<file path="src/rtl/c7bifu_ibuf_if.sv">
// Fetch-return / decode-head bundle between the ICU, fetch control, EXU and the
// instruction buffer. The buffer takes the slave side.
interface c7bifu_ibuf_if #(
  parameter int DW = 32
);
  logic          icu_ifu_ack_ic1;
  logic          icu_ifu_data_valid_ic2;
  logic [DW-1:0] icu_ifu_inst_ic2;
  logic [DW-1:0] ifu_pc_ic2;
  logic          exu_ifu_except;
  logic          exu_ifu_branch;
  logic          exu_ifu_ertn;
  logic          exu_ifu_stall;
  logic          ifu_exu_valid_d;
  logic [DW-1:0] ifu_exu_inst_d;
  logic [DW-1:0] ifu_exu_pc_d;
  logic          ifu_fcl_ibuf_full;
  logic          ifu_ibuf_ovf;

  modport master (
    output icu_ifu_ack_ic1, icu_ifu_data_valid_ic2, icu_ifu_inst_ic2, ifu_pc_ic2,
           exu_ifu_except, exu_ifu_branch, exu_ifu_ertn, exu_ifu_stall,
    input  ifu_exu_valid_d, ifu_exu_inst_d, ifu_exu_pc_d, ifu_fcl_ibuf_full, ifu_ibuf_ovf
  );

  modport slave (
    input  icu_ifu_ack_ic1, icu_ifu_data_valid_ic2, icu_ifu_inst_ic2, ifu_pc_ic2,
           exu_ifu_except, exu_ifu_branch, exu_ifu_ertn, exu_ifu_stall,
    output ifu_exu_valid_d, ifu_exu_inst_d, ifu_exu_pc_d, ifu_fcl_ibuf_full, ifu_ibuf_ovf
  );
endinterface

</file>
<file path="src/rtl/c7bifu_ibuf.sv">
// Instruction buffer: FIFO of ic2 returns feeding decode, with outstanding-request
// tracking, post-flush stale-return dropping and fetch back-pressure.
module c7bifu_ibuf #(
  parameter int DEPTH = 4,
  parameter int PTR_W = 2,
  parameter int DW    = 32
) (
  input  logic             clk,
  input  logic             reset,
  c7bifu_ibuf_if.slave     ibuf
);
  localparam int SW = PTR_W + 3;

  logic [DW-1:0]    memInst_q [DEPTH];
  logic [DW-1:0]    memPc_q   [DEPTH];
  logic [PTR_W-1:0] wr_ptr_q, rd_ptr_q;
  logic [PTR_W:0]   count_q, count_d;
  logic [1:0]       outst_q, outst_d;
  logic [1:0]       drop_q;
  logic             ovf_q;

  logic flush, validHead, pop, push, dropping, isFull, ovfEvent;
  logic [SW-1:0] occupancy;

  assign flush     = ibuf.exu_ifu_except | ibuf.exu_ifu_branch | ibuf.exu_ifu_ertn;
  assign validHead = (count_q != '0);
  assign isFull    = (count_q == (PTR_W+1)'(DEPTH));
  assign dropping  = (drop_q != 2'd0);
  assign pop       = validHead & ~ibuf.exu_ifu_stall & ~flush;
  assign push      = ibuf.icu_ifu_data_valid_ic2 & ~flush & ~dropping & (~isFull | pop);
  assign ovfEvent  = ibuf.icu_ifu_data_valid_ic2 & ~flush & ~dropping & isFull & ~pop;

  // Outstanding requests saturate at both ends rather than wrapping.
  always_comb begin
    outst_d = outst_q;
    if (ibuf.icu_ifu_ack_ic1 && !ibuf.icu_ifu_data_valid_ic2 && outst_q != 2'd3)
      outst_d = outst_q + 2'd1;
    else if (!ibuf.icu_ifu_ack_ic1 && ibuf.icu_ifu_data_valid_ic2 && outst_q != 2'd0)
      outst_d = outst_q - 2'd1;
  end

  always_comb begin
    count_d = count_q;
    if (push && !pop)
      count_d = count_q + (PTR_W+1)'(1);
    else if (pop && !push)
      count_d = count_q - (PTR_W+1)'(1);
  end

  // Storage is not reset; stale slots are masked by count.
  always_ff @(posedge clk) begin
    if (push) begin
      memInst_q[wr_ptr_q] <= ibuf.icu_ifu_inst_ic2;
      memPc_q[wr_ptr_q]   <= ibuf.ifu_pc_ic2;
    end
  end

  // On a flush everything still in flight (including a same-cycle ack) becomes stale.
  always_ff @(posedge clk) begin
    if (reset) begin
      wr_ptr_q <= '0;
      rd_ptr_q <= '0;
      count_q  <= '0;
      outst_q  <= 2'd0;
      drop_q   <= 2'd0;
      ovf_q    <= 1'b0;
    end else begin
      outst_q <= outst_d;
      if (flush) begin
        wr_ptr_q <= '0;
        rd_ptr_q <= '0;
        count_q  <= '0;
        drop_q   <= outst_d;
      end else begin
        if (push)
          wr_ptr_q <= wr_ptr_q + PTR_W'(1);
        if (pop)
          rd_ptr_q <= rd_ptr_q + PTR_W'(1);
        count_q <= count_d;
        if (dropping && ibuf.icu_ifu_data_valid_ic2)
          drop_q <= drop_q - 2'd1;
      end
      if (ovfEvent)
        ovf_q <= 1'b1;
    end
  end

  assign occupancy = SW'(count_q) + SW'(outst_q);

  assign ibuf.ifu_exu_valid_d   = validHead;
  assign ibuf.ifu_exu_inst_d    = memInst_q[rd_ptr_q];
  assign ibuf.ifu_exu_pc_d      = memPc_q[rd_ptr_q];
  assign ibuf.ifu_fcl_ibuf_full = (occupancy >= SW'(DEPTH - 1));
  assign ibuf.ifu_ibuf_ovf      = ovf_q;
endmodule
</file>
<file path="src/flat_wrapper.sv">
// flat-port wrapper written by rule: the top's interface ports become plain ports
module c7bifu_ibuf_flat 
#(
  parameter int DEPTH = 4,
  parameter int PTR_W = 2,
  parameter int DW    = 32
)
  (clk, reset, ibuf_icu_ifu_ack_ic1, ibuf_icu_ifu_data_valid_ic2, ibuf_icu_ifu_inst_ic2, ibuf_ifu_pc_ic2, ibuf_exu_ifu_except, ibuf_exu_ifu_branch, ibuf_exu_ifu_ertn, ibuf_exu_ifu_stall, ibuf_ifu_exu_valid_d, ibuf_ifu_exu_inst_d, ibuf_ifu_exu_pc_d, ibuf_ifu_fcl_ibuf_full, ibuf_ifu_ibuf_ovf);
  c7bifu_ibuf_if #(.DW(DW)) ibuf_i ();
  input  logic clk;
  input  logic reset;
  input wire logic [$bits(ibuf_i.icu_ifu_ack_ic1)-1:0] ibuf_icu_ifu_ack_ic1;
  input wire logic [$bits(ibuf_i.icu_ifu_data_valid_ic2)-1:0] ibuf_icu_ifu_data_valid_ic2;
  input wire logic [$bits(ibuf_i.icu_ifu_inst_ic2)-1:0] ibuf_icu_ifu_inst_ic2;
  input wire logic [$bits(ibuf_i.ifu_pc_ic2)-1:0] ibuf_ifu_pc_ic2;
  input wire logic [$bits(ibuf_i.exu_ifu_except)-1:0] ibuf_exu_ifu_except;
  input wire logic [$bits(ibuf_i.exu_ifu_branch)-1:0] ibuf_exu_ifu_branch;
  input wire logic [$bits(ibuf_i.exu_ifu_ertn)-1:0] ibuf_exu_ifu_ertn;
  input wire logic [$bits(ibuf_i.exu_ifu_stall)-1:0] ibuf_exu_ifu_stall;
  output wire logic [$bits(ibuf_i.ifu_exu_valid_d)-1:0] ibuf_ifu_exu_valid_d;
  output wire logic [$bits(ibuf_i.ifu_exu_inst_d)-1:0] ibuf_ifu_exu_inst_d;
  output wire logic [$bits(ibuf_i.ifu_exu_pc_d)-1:0] ibuf_ifu_exu_pc_d;
  output wire logic [$bits(ibuf_i.ifu_fcl_ibuf_full)-1:0] ibuf_ifu_fcl_ibuf_full;
  output wire logic [$bits(ibuf_i.ifu_ibuf_ovf)-1:0] ibuf_ifu_ibuf_ovf;
  assign ibuf_i.icu_ifu_ack_ic1 = ibuf_icu_ifu_ack_ic1;
  assign ibuf_i.icu_ifu_data_valid_ic2 = ibuf_icu_ifu_data_valid_ic2;
  assign ibuf_i.icu_ifu_inst_ic2 = ibuf_icu_ifu_inst_ic2;
  assign ibuf_i.ifu_pc_ic2 = ibuf_ifu_pc_ic2;
  assign ibuf_i.exu_ifu_except = ibuf_exu_ifu_except;
  assign ibuf_i.exu_ifu_branch = ibuf_exu_ifu_branch;
  assign ibuf_i.exu_ifu_ertn = ibuf_exu_ifu_ertn;
  assign ibuf_i.exu_ifu_stall = ibuf_exu_ifu_stall;
  assign ibuf_ifu_exu_valid_d = ibuf_i.ifu_exu_valid_d;
  assign ibuf_ifu_exu_inst_d = ibuf_i.ifu_exu_inst_d;
  assign ibuf_ifu_exu_pc_d = ibuf_i.ifu_exu_pc_d;
  assign ibuf_ifu_fcl_ibuf_full = ibuf_i.ifu_fcl_ibuf_full;
  assign ibuf_ifu_ibuf_ovf = ibuf_i.ifu_ibuf_ovf;
  c7bifu_ibuf #(.DEPTH(DEPTH), .PTR_W(PTR_W), .DW(DW)) u_core (.clk(clk), .reset(reset), .ibuf(ibuf_i));
endmodule
</file>
<file path="config.mk">
export PLATFORM = sky130hd
export DESIGN_NAME = c7bifu_ibuf_flat
export DESIGN_NICKNAME = d
export VERILOG_FILES = /design/src/rtl/c7bifu_ibuf_if.sv /design/src/rtl/c7bifu_ibuf.sv /design/src/flat_wrapper.sv
export SDC_FILE = /design/constraint.sdc
export NUM_CORES = 1
export LEC_CHECK = 0
export ABC_AREA = 1
export BUFFER_PORTS_ARGS = -buffer_cell sky130_fd_sc_hd__buf_2
export CAP_MARGIN = 40
export CELL_PAD_IN_SITES_DETAIL_PLACEMENT = 0
export CELL_PAD_IN_SITES_GLOBAL_PLACEMENT = 2
export CORE_UTILIZATION = 40
export CTS_CLUSTER_DIAMETER = 200
export CTS_CLUSTER_SIZE = 30
export DETAILED_ROUTE_END_ITERATION = 16
export PLACE_DENSITY_LB_ADDON = 0.25
export RECOVER_POWER = 100
export SLEW_MARGIN = 20
export SYNTH_ARGS = -nofsm -noshare
export SYNTH_HDL_FRONTEND = slang
export SYNTH_SLANG_ARGS = --single-unit
</file>
<file path="constraint.sdc">
create_clock -name clk -period 5.1 [get_ports clk]
set_input_delay 0.765 -clock clk [delete_from_list [all_inputs] [get_ports clk]]
set_output_delay 0.765 -clock clk [all_outputs]
set_load 0.02 [all_outputs]
</file>
==> results of run 1 <==
==> cell families (layout without fill, tap and decap cells) <==
group / count (synthesis) / in the layout / share of synthesized area [%]
flops: 270 / 270 / 76.70
xor+xnor: 4 / 4 / 0.3372
other cells: 0 / 1 / 0
simple gates: 177 / 177 / 6.806
buf+inv: 71 / 206 / 3.830
fa+ha+maj: 12 / 12 / 1.590
compound gates: 206 / 206 / 10.73
==> worst max-delay path, stage by stage (launching register included) <==
cell and delay [ns]:
dfxtp_4 0.44, inv_4 0.40, clkbuf_2 0.84, buf_4 0.49, nor2_1 0.07, o22ai_1 0.26, clkbuf_1 0.26
==> power by group <==
part	switching, W	internal (W)
Combinational	0.0000760	0.0000315
Sequential	0.00000523	0.00243
Clock	0.000630	0.000482
==> layout by cell type, fill, tap and decap left out, types with 3 or more instances in the layout <==
master	synthesis	final
ha_1	10	10
buf_2	7	12
o22ai_1	64	64
o21ai_1	56	56
edfxtp_1	256	256
xor2_1	4	4
clkbuf_16	0	13
clkbuf_1	14	140
nor2_1	145	147
nand2_1	15	17
o21ai_0	75	75
nand3_1	7	8
dfxtp_1	14	12
inv_1	27	28
a21oi_1	9	9
buf_4	3	8
nand4_1	3	3
==> stage by stage <==
| stage | power (W) | hold WS, ns |
|---|---|---|
| after CTS | 0.003710 | 0.4688 |
| after global placement | 0.002605 | 0.4382 |
| after global routing | 0.003781 | 0.4916 |
| after floorplan | 0.002538 | 0.4710 |
| after detailed placement | 0.002611 | 0.4519 |
| final | 0.003659 | 0.4670 |
==> state kept, by name, indices dropped and copies added (netlist names), named ones only <==
name / cells
u_core.outst_q: 2
u_core.memPc_q: 128
u_core.memInst_q: 128
u_core.drop_q: 2
u_core.wr_ptr_q: 2
u_core.ibuf.ifu_ibuf_ovf: 1
u_core.rd_ptr_q: 2
u_core.count_q: 3
==> worst paths after layout <==
path | endpoint
worst min-delay path | u_core.ibuf.ifu_ibuf_ovf$_SDFFE_PP0P_
worst max-delay path | ibuf_ifu_exu_inst_d[11]
worst min register to register | u_core.ibuf.ifu_ibuf_ovf$_SDFFE_PP0P_
worst max register to register | u_core.memInst_q[1][28]$_DFFE_PP_
==> per-layer routing <==
| layer | up-vias | global-route usage, % | routed length, um |
|---|---|---|---|
| met4 | 0 | 3.101 | 277 |
| met5 | - | 0 | 0 |
| met1 | 3104 | 23.44 | 9966 |
| met2 | 125 | 28.93 | 11210 |
| li1 | 2986 | - | - |
| met3 | 21 | 2.387 | 1049 |
==> layout make-up <==
cell class	instances	area, um2	area share, %
flip-flops and latches	270	7973	69.25
multi-input cells	399	2002	17.39
repair buffers	156	656.9	5.705
well taps	330	412.9	3.586
clock buffers	20	351.6	3.054
inverters	30	115.1	0.9998
diodes	1	2.502	0.02173
==> run metrics, run 1 <==
post-synth net total 824; clock slew at reported path FFs 0.12 ns; failing checks capacitance limit, slew limit; Slew @ Worst Pin 1.763 ns; WL per Instance 18.66 um; Fill cells 2302; final instance area 0.01151 mm2; Clock Latency Late Sink 0.48 ns; DRT antenna net count 0; total track usage 17.03%; post-CTS setup buffers 0; Final GP Congestion 0.7653; synth cell count leaders edfxtp_1 (256), nor2_1 (145), o21ai_0 (75), o22ai_1 (64), o21ai_1 (56); total gr overflow 0; Worst setup EP type primary output; Max-cap violations 3; Seq cells post-synth 270; Synth area leader edfxtp_1; status finished with violations; Placement Rows 58; IO buf count 138; slew margin rel. -17.99%; reg-to-reg slack, setup 1.19 ns; maximum vdd drop 173.9 uV; Max clock buf depth 3; Layout area overhead 10.84%; RSZ-0062 raised after global routing no; first-pass GRT wire length 34870 um; Worst Path Arrival 3.30 ns; pre-CTS setup slack 2.152 ns; final cycle utilization of the critical path 79.71%; Core Footprint 0.02533 mm2; r2r startpoint u_core.drop_q[0]$_SDFFE_PP0P_; sequential area share after synthesis 76.70%; # DRC 0; most frequent cell after synthesis edfxtp_1; Yosys top cell area share 74.01%; largest net degree at the start of global routing 79; vias in the first global route 6294; die height 163.1 um; hold_buf cts 0; crit-path max FO 50; final WL 22500 um; Final setup violation count 0; launching element type of the critical path flip-flop; max-slew violation count 54; HPWL Detailed 14200 um; DP Area 0.01149 mm2; top post-synthesis cells by area edfxtp_1 (74%), nor2_1 (5.2%), o22ai_1 (3.9%), o21ai_0 (3.6%), dfxtp_1 (2.7%); Primary FF master, synth edfxtp_1; placed cells 1185; min-delay worst type reg2reg; share of cells above drive strength 1 4.571%; initial core utilization 41.01%; yosys warns 0; min-delay src u_core.ibuf.ifu_ibuf_ovf$_SDFFE_PP0P_; Final TNS setup 0 ns; Lkg Pwr 3.707 nW; asr flop ratio synth 0%; CTS tree yes; DR pass1 iterations 4; non-filler cells, final 1206; Distinct cells, synth 29; number of I/O pins 139; # resized after CTS 0; routed vias/inst 5.171; path type of the worst setup path reg2out; TritonCTS Sinks 270; Worst EP required 4.34 ns; final worst slack 1.035 ns; 1st-iter DRT viols 488; FMAX 246.0 MHz; final core occ 45.46%; Hold Fails Final Rpt 0; hold path depth 2; TritonCTS buffer count 12; Syn Std Cell Area 0.01039 mm2; Cell Pwr Density 317.8 mW/mm2; initial antenna violation count 1; final net count 953; EDFF count, synth 256; Worst R2R Path Depth 8; clock skew 0.009777 ns; minimum clock period 4.065 ns; via count 6236; Die Area 0.02662 mm2; H-tree level count 1; die width 163.1 um; Synth Instances 740; clock root buffer master clkbuf_16; Syn Area/Cell 14.04 um2
Note: power is estimated with default switching activity, not from simulation.
==> run 2, diff against run 1 <==
Settings changed: ABC_AREA 1 to 0.
Clock period 5.1 ns to 3.6 ns, I/O delays scaled along.
==> run metrics, run 2 <==
status complete, no violations; commonest non-fill, non-tap cell in the layout edfxtp_1; gr busiest metal met2; hold_buf cts 0; Worst setup EP type flip-flop; Layout area overhead 13.45%; Synth Instances 430; max-slew violation count 0; Seq cells post-synth 270; Worst Path Arrival 3.41 ns; initial antenna violation count 2; Max clock buf depth 3; total track usage 14.50%; # DRC 0; Syn Area/Cell 23.38 um2; TritonCTS Sinks 270; min-delay worst type in2reg; Final GP Congestion 0.7184; min-delay src reset; Worst EP required 4.01 ns; Multi-input gate area 0.001966 mm2; routed vias/inst 5.028; Fill cells 2083; HPWL Detailed 11410 um; first-pass GRT wire length 28430 um; clock skew 0.007852 ns; die width 160.5 um; maximum vdd drop 234.2 uV; H-tree level count 1; 1st-iter DRT viols 288; yosys warns 0; via count 4550; total gr overflow 0; Die Area 0.02577 mm2; FMAX 332.5 MHz; asr flop ratio synth 0%; most frequent cell after synthesis edfxtp_1; Hold WS 0.2932 ns; post-synth net total 514; Final Power 0.005172 W; met1 Use GR 18.81%; Placement Rows 57; grt met2 use 25.74%; most frequent cells in the layout edfxtp_1 (256), clkbuf_1 (132), mux4_2 (64), nor2_1 (16); Syn Std Cell Area 0.01005 mm2; Lkg Pwr 3.391 nW; RSZ-0062 raised after global routing no; CTS tree yes; initial core utilization 41.10%; Primary FF master, synth edfxtp_1; crit-path max FO 7; launching element type of the critical path flip-flop; share of cells above drive strength 1 18.45%; DR pass1 iterations 4; Distinct cells, synth 32; top post-synthesis cells by area edfxtp_1 (76%), mux4_2 (14%), dfxtp_1 (2.8%), ha_1 (1.2%), nor2_1 (0.60%); slew margin rel. 28.80%; final WL 18130 um; Regs by FF count u_core.memInst_q: 128 flops, u_core.memPc_q: 128 flops, u_core.count_q: 3 flops; Hold Fails Final Rpt 0; EDFF count, synth 256; Final TNS setup 0 ns; sequential area share after synthesis 79.25%; final net count 658; Critical Path Source u_core.count_q[1]$_SDFFE_PP0P_; Synth area leader edfxtp_1; Yosys top cell area share 76.47%; die height 160.5 um; minimum clock period 3.007 ns; Max-cap violations 0; clock slew at reported path FFs 0.11 ns; GR met3 Demand/Resource 2.454%; Cell Pwr Density 453.4 mW/mm2; Core Footprint 0.02446 mm2; Slew @ Worst Pin 1.068 ns; path type of the worst setup path reg2reg; # resized after CTS 0; final core occ 46.63%; vias in the first global route 4990; number of I/O pins 139; DRT antenna net count 0; clock root buffer master clkbuf_16; pre-CTS setup slack 0.7356 ns; final cycle utilization of the critical path 83.53%; largest net degree at the start of global routing 44; register area 0.007973 mm2; TritonCTS buffer count 12; Clock Latency Late Sink 0.47 ns; Final setup violation count 0; WL per Instance 20.03 um; IO buf count 138; r2r startpoint u_core.count_q[1]$_SDFFE_PP0P_; synth cell count leaders edfxtp_1 (256), mux4_2 (64), nor2_1 (16), dfxtp_1 (14), inv_1 (11); post-CTS setup buffers 0; final worst slack 0.5929 ns
[run 2: changes by cell type after synthesis, sizes merged, moves of 4 or more]
| cell | change |
|---|---|
| nand2 | -14 |
| xnor2 | +4 |
| o22ai | -64 |
| clkbuf | -10 |
| nand3 | -8 |
| and2 | +4 |
| mux4 | +64 |
| o21ai | -128 |
| nor2 | -131 |
| inv | -19 |
| a21oi | -5 |
| buf | -15 |
[run 2: logic make-up after synthesis]
logic type	synth area share, %
xor+xnor	0.5227
compound gates	0.8961
mux	14.65
buf+inv	1.170
flops	79.25
simple gates	1.867
fa+ha+maj	1.643
[run 2: area by class of cell]
class,instances,area share (%)
tap,324,3.554
sequential,270,69.90
inverter,11,0.3620
clock buffer,20,3.083
multi-input combinational,133,17.23
antenna,1,0.02194
timing repair buffer,146,5.847
[run 2: final timing paths]
kind / end / slack (ns) / cells after the start
setup / recovery: u_core.count_q[2]$_SDFFE_PP0P_ / 0.59 / 8
hold / removal: u_core.outst_q[0]$_SDFF_PP0_ / 0.29 / 2
setup reg to reg: u_core.count_q[2]$_SDFFE_PP0P_ / 0.59 / 8
hold reg to reg: u_core.ibuf.ifu_ibuf_ovf$_SDFFE_PP0P_ / 0.49 / 2
[run 2: power by group]
| group | switching [W] | internal (W) | total (W) | leakage [nW] |
|---|---|---|---|---|
| registers | 0.00000833 | 0.00345 | 0.00346 | 2.42 |
| logic | 0.000107 | 0.0000588 | 0.000166 | 0.804 |
| clock network | 0.000865 | 0.000681 | 0.00155 | 0.168 |
| total | 0.000981 | 0.00419 | 0.00517 | 3.39 |
[run 2: per-layer routing]
layer	wire length, um	up-vias	part of all wire, %
met5	17	-	0.094
li1	-	2055	-
met3	923	20	5.1
met1	7619	2358	42
met4	242	2	1.3
met2	9324	115	51
[run 2: worst max-delay path, stage by stage (launching register included)]
cell      delay [ns]
dfxtp_1         0.47
and4bb_2        0.29
nor3_1          0.81
ha_1            0.32
inv_1           0.06
fa_1            0.38
xor2_1          0.18
or3_1           0.31
a21oi_1         0.13
[run 2: stage by stage]
step | instance area (um2) | instances
finish | 11410 | 905
global placement | 11200 | 883
CTS | 11580 | 904
detailed placement | 11220 | 884
global route | 11400 | 904
floorplan | 10050 | 430
==> run 3, diff against run 2 <==
Settings changed: ABC_AREA 0 to 1, CORE_UTILIZATION 40 to 36.
Clock period 3.6 ns to 2.6 ns, I/O delays scaled along.
==> run metrics, run 3 (synthesized netlist as in run 1, its figures left out) <==
Max-cap violations 0; Final Power 0.007128 W; Lkg Pwr 3.889 nW; clock root buffer master clkbuf_16; pre-CTS setup slack 0.4935 ns; Final GP Congestion 0.6945; FMAX 404.4 MHz; CP max-delay cell dfxtp_4; Clock Latency Late Sink 0.48 ns; hold_buf cts 0; Regs by FF count u_core.memInst_q: 128 flops, u_core.memPc_q: 128 flops, u_core.count_q: 3 flops; number of I/O pins 139; Cell Chain, Critical Path inv_4 > buf_12 > o21ai_0 > o22ai_1 > buf_2; commonest non-fill, non-tap cell in the layout edfxtp_1; final WL 22170 um; initial core utilization 36.98%; Worst EP required 2.21 ns; Die Area 0.02954 mm2; TritonCTS buffer count 12; Layout area overhead 12.85%; crit-path max FO 50; final cycle utilization of the critical path 95.11%; first-pass GRT wire length 33640 um; max-slew violation count 0; combinational power share 2.9%; Psw 0.001368 W; WL per Instance 17.77 um; # diodes 0; TritonCTS Sinks 270; Placement Rows 61; final worst slack 0.1271 ns; CTS tree yes; initial antenna violation count 0; status complete, no violations; sequential share of power 67.1%; Clk network pwr share 30.0%; minimum clock period 2.473 ns; 1st-iter DRT viols 303; Final setup violation count 0; share of cells above drive strength 1 12.07%; slew margin rel. 53.07%; final net count 952; DR pass1 iterations 4; min-delay worst type in2reg; total track usage 15.03%; Slew @ Worst Pin 0.7040 ns; launching element type of the critical path flip-flop; vias in the first global route 6003; clock skew 0.01664 ns; Hold Fails Final Rpt 0; # DRC 0; Core Footprint 0.02809 mm2; Worst Path Arrival 2.08 ns; path type of the worst setup path reg2out; Cell Pwr Density 608.0 mW/mm2; DRT antenna net count 0; Fill cells 2722; Internal 0.005759 W; clock slew at reported path FFs 0.12 ns; most frequent cells in the layout edfxtp_1 (256), nor2_1 (142), clkbuf_1 (79), o21ai_0 (75), o22ai_1 (64); Max clock buf depth 3; die height 171.9 um; Worst setup EP type primary output; maximum vdd drop 457.5 uV; RSZ-0062 raised after global routing no; die width 171.9 um; IO buf count 138; routed vias/inst 4.897; Hold WS 0.1409 ns; H-tree level count 1; total gr overflow 0; HPWL Detailed 12850 um; via count 6111; Net Sw Frac 19.20%; largest net degree at the start of global routing 65; slowest stage delay, CP 0.47 ns
-- run 3: cell types whose count changed in the layout (fill, tap and decap cells not counted), sizes merged, moves of 5 or more --
cell / change
nor2: +131
o21ai: +128
mux4: -64
o22ai: +64
inv: +19
nand2: +14
nand3: +8
a21oi: +5
-- run 3: area by class of cell --
| cell class | instances | area, um2 | share of cell area, % |
|---|---|---|---|
| Sequential cell | 270 | 7976 | 68.04 |
| Inverter | 30 | 115.1 | 0.9820 |
| Clock buffer | 16 | 336.6 | 2.871 |
| Tap cell | 378 | 473.0 | 4.035 |
| Timing Repair Buffer | 155 | 782.0 | 6.671 |
| Multi-Input combinational cell | 399 | 2039 | 17.40 |
-- run 3: power groups by stage --
stage	clock [W]	sequential (W)	combinational, W
6_report	0.00214	0.00478	0.000208
5_1_grt	0.00237	0.00479	0.000237
4_1_cts	0.00223	0.00478	0.000232
3_5_place_dp	0	0.00488	0.000231
3_3_place_gp	0	0.00488	0.000228
2_1_floorplan	0	0.00488	0.0000933
-- run 3: metrics by stage --
step / cells / utilization, % / TNS (ns) / instance area (um2)
final: 1248 / 41.74 / 0 / 11720
after global routing: 1248 / 41.74 / 0 / 11720
after CTS: 1248 / 42.38 / 0 / 11900
after detailed placement: 1231 / 41.12 / 0 / 11550
after global placement: 1231 / 41.12 / 0 / 11550
after floorplan: 740 / - / -94.52 / 10400
-- run 3: repair_timing --
item                                    in CTS  in global routing
pin swaps                                    0                  0
cloned                                       0                  0
buffers inserted                             1                  0
gates resized for setup                      1                  1
endpoints found under the setup margin      13                  1
-- run 3: final timing paths --
check                                                           start                               endpoint  slack (ns)  cells after the start
worst max register to register          u_core.drop_q[0]$_SDFFE_PP0P_      u_core.memInst_q[1][18]$_DFFE_PP_        0.23                      8
worst min-delay path                                            reset  u_core.ibuf.ifu_ibuf_ovf$_SDFFE_PP0P_        0.14                      2
worst max-delay path                                        flip-flop                  ibuf_ifu_exu_pc_d[22]        0.13                      5
worst min register to register  u_core.ibuf.ifu_ibuf_ovf$_SDFFE_PP0P_  u_core.ibuf.ifu_ibuf_ovf$_SDFFE_PP0P_        0.46                      2
-- run 3: layer usage --
metal  track usage [%]  up-vias  routed length (um)  share of wire, %
met2             26.00      132               10700                48
met1             19.68     2993               10000                45
met3             3.113       19                1244               5.6
li1                  -     2967                   -                 -
met5                 0        -                   0                 0
met4             2.655        0                 232               1.0
-- run 3: worst max-delay path, delay by kind of cell, from the launching register on --
kind                   cells  cell delay (ns)
buffers and inverters      3             0.75
DFF                        1             0.47
AOI/OAI and AO/OA          2             0.35
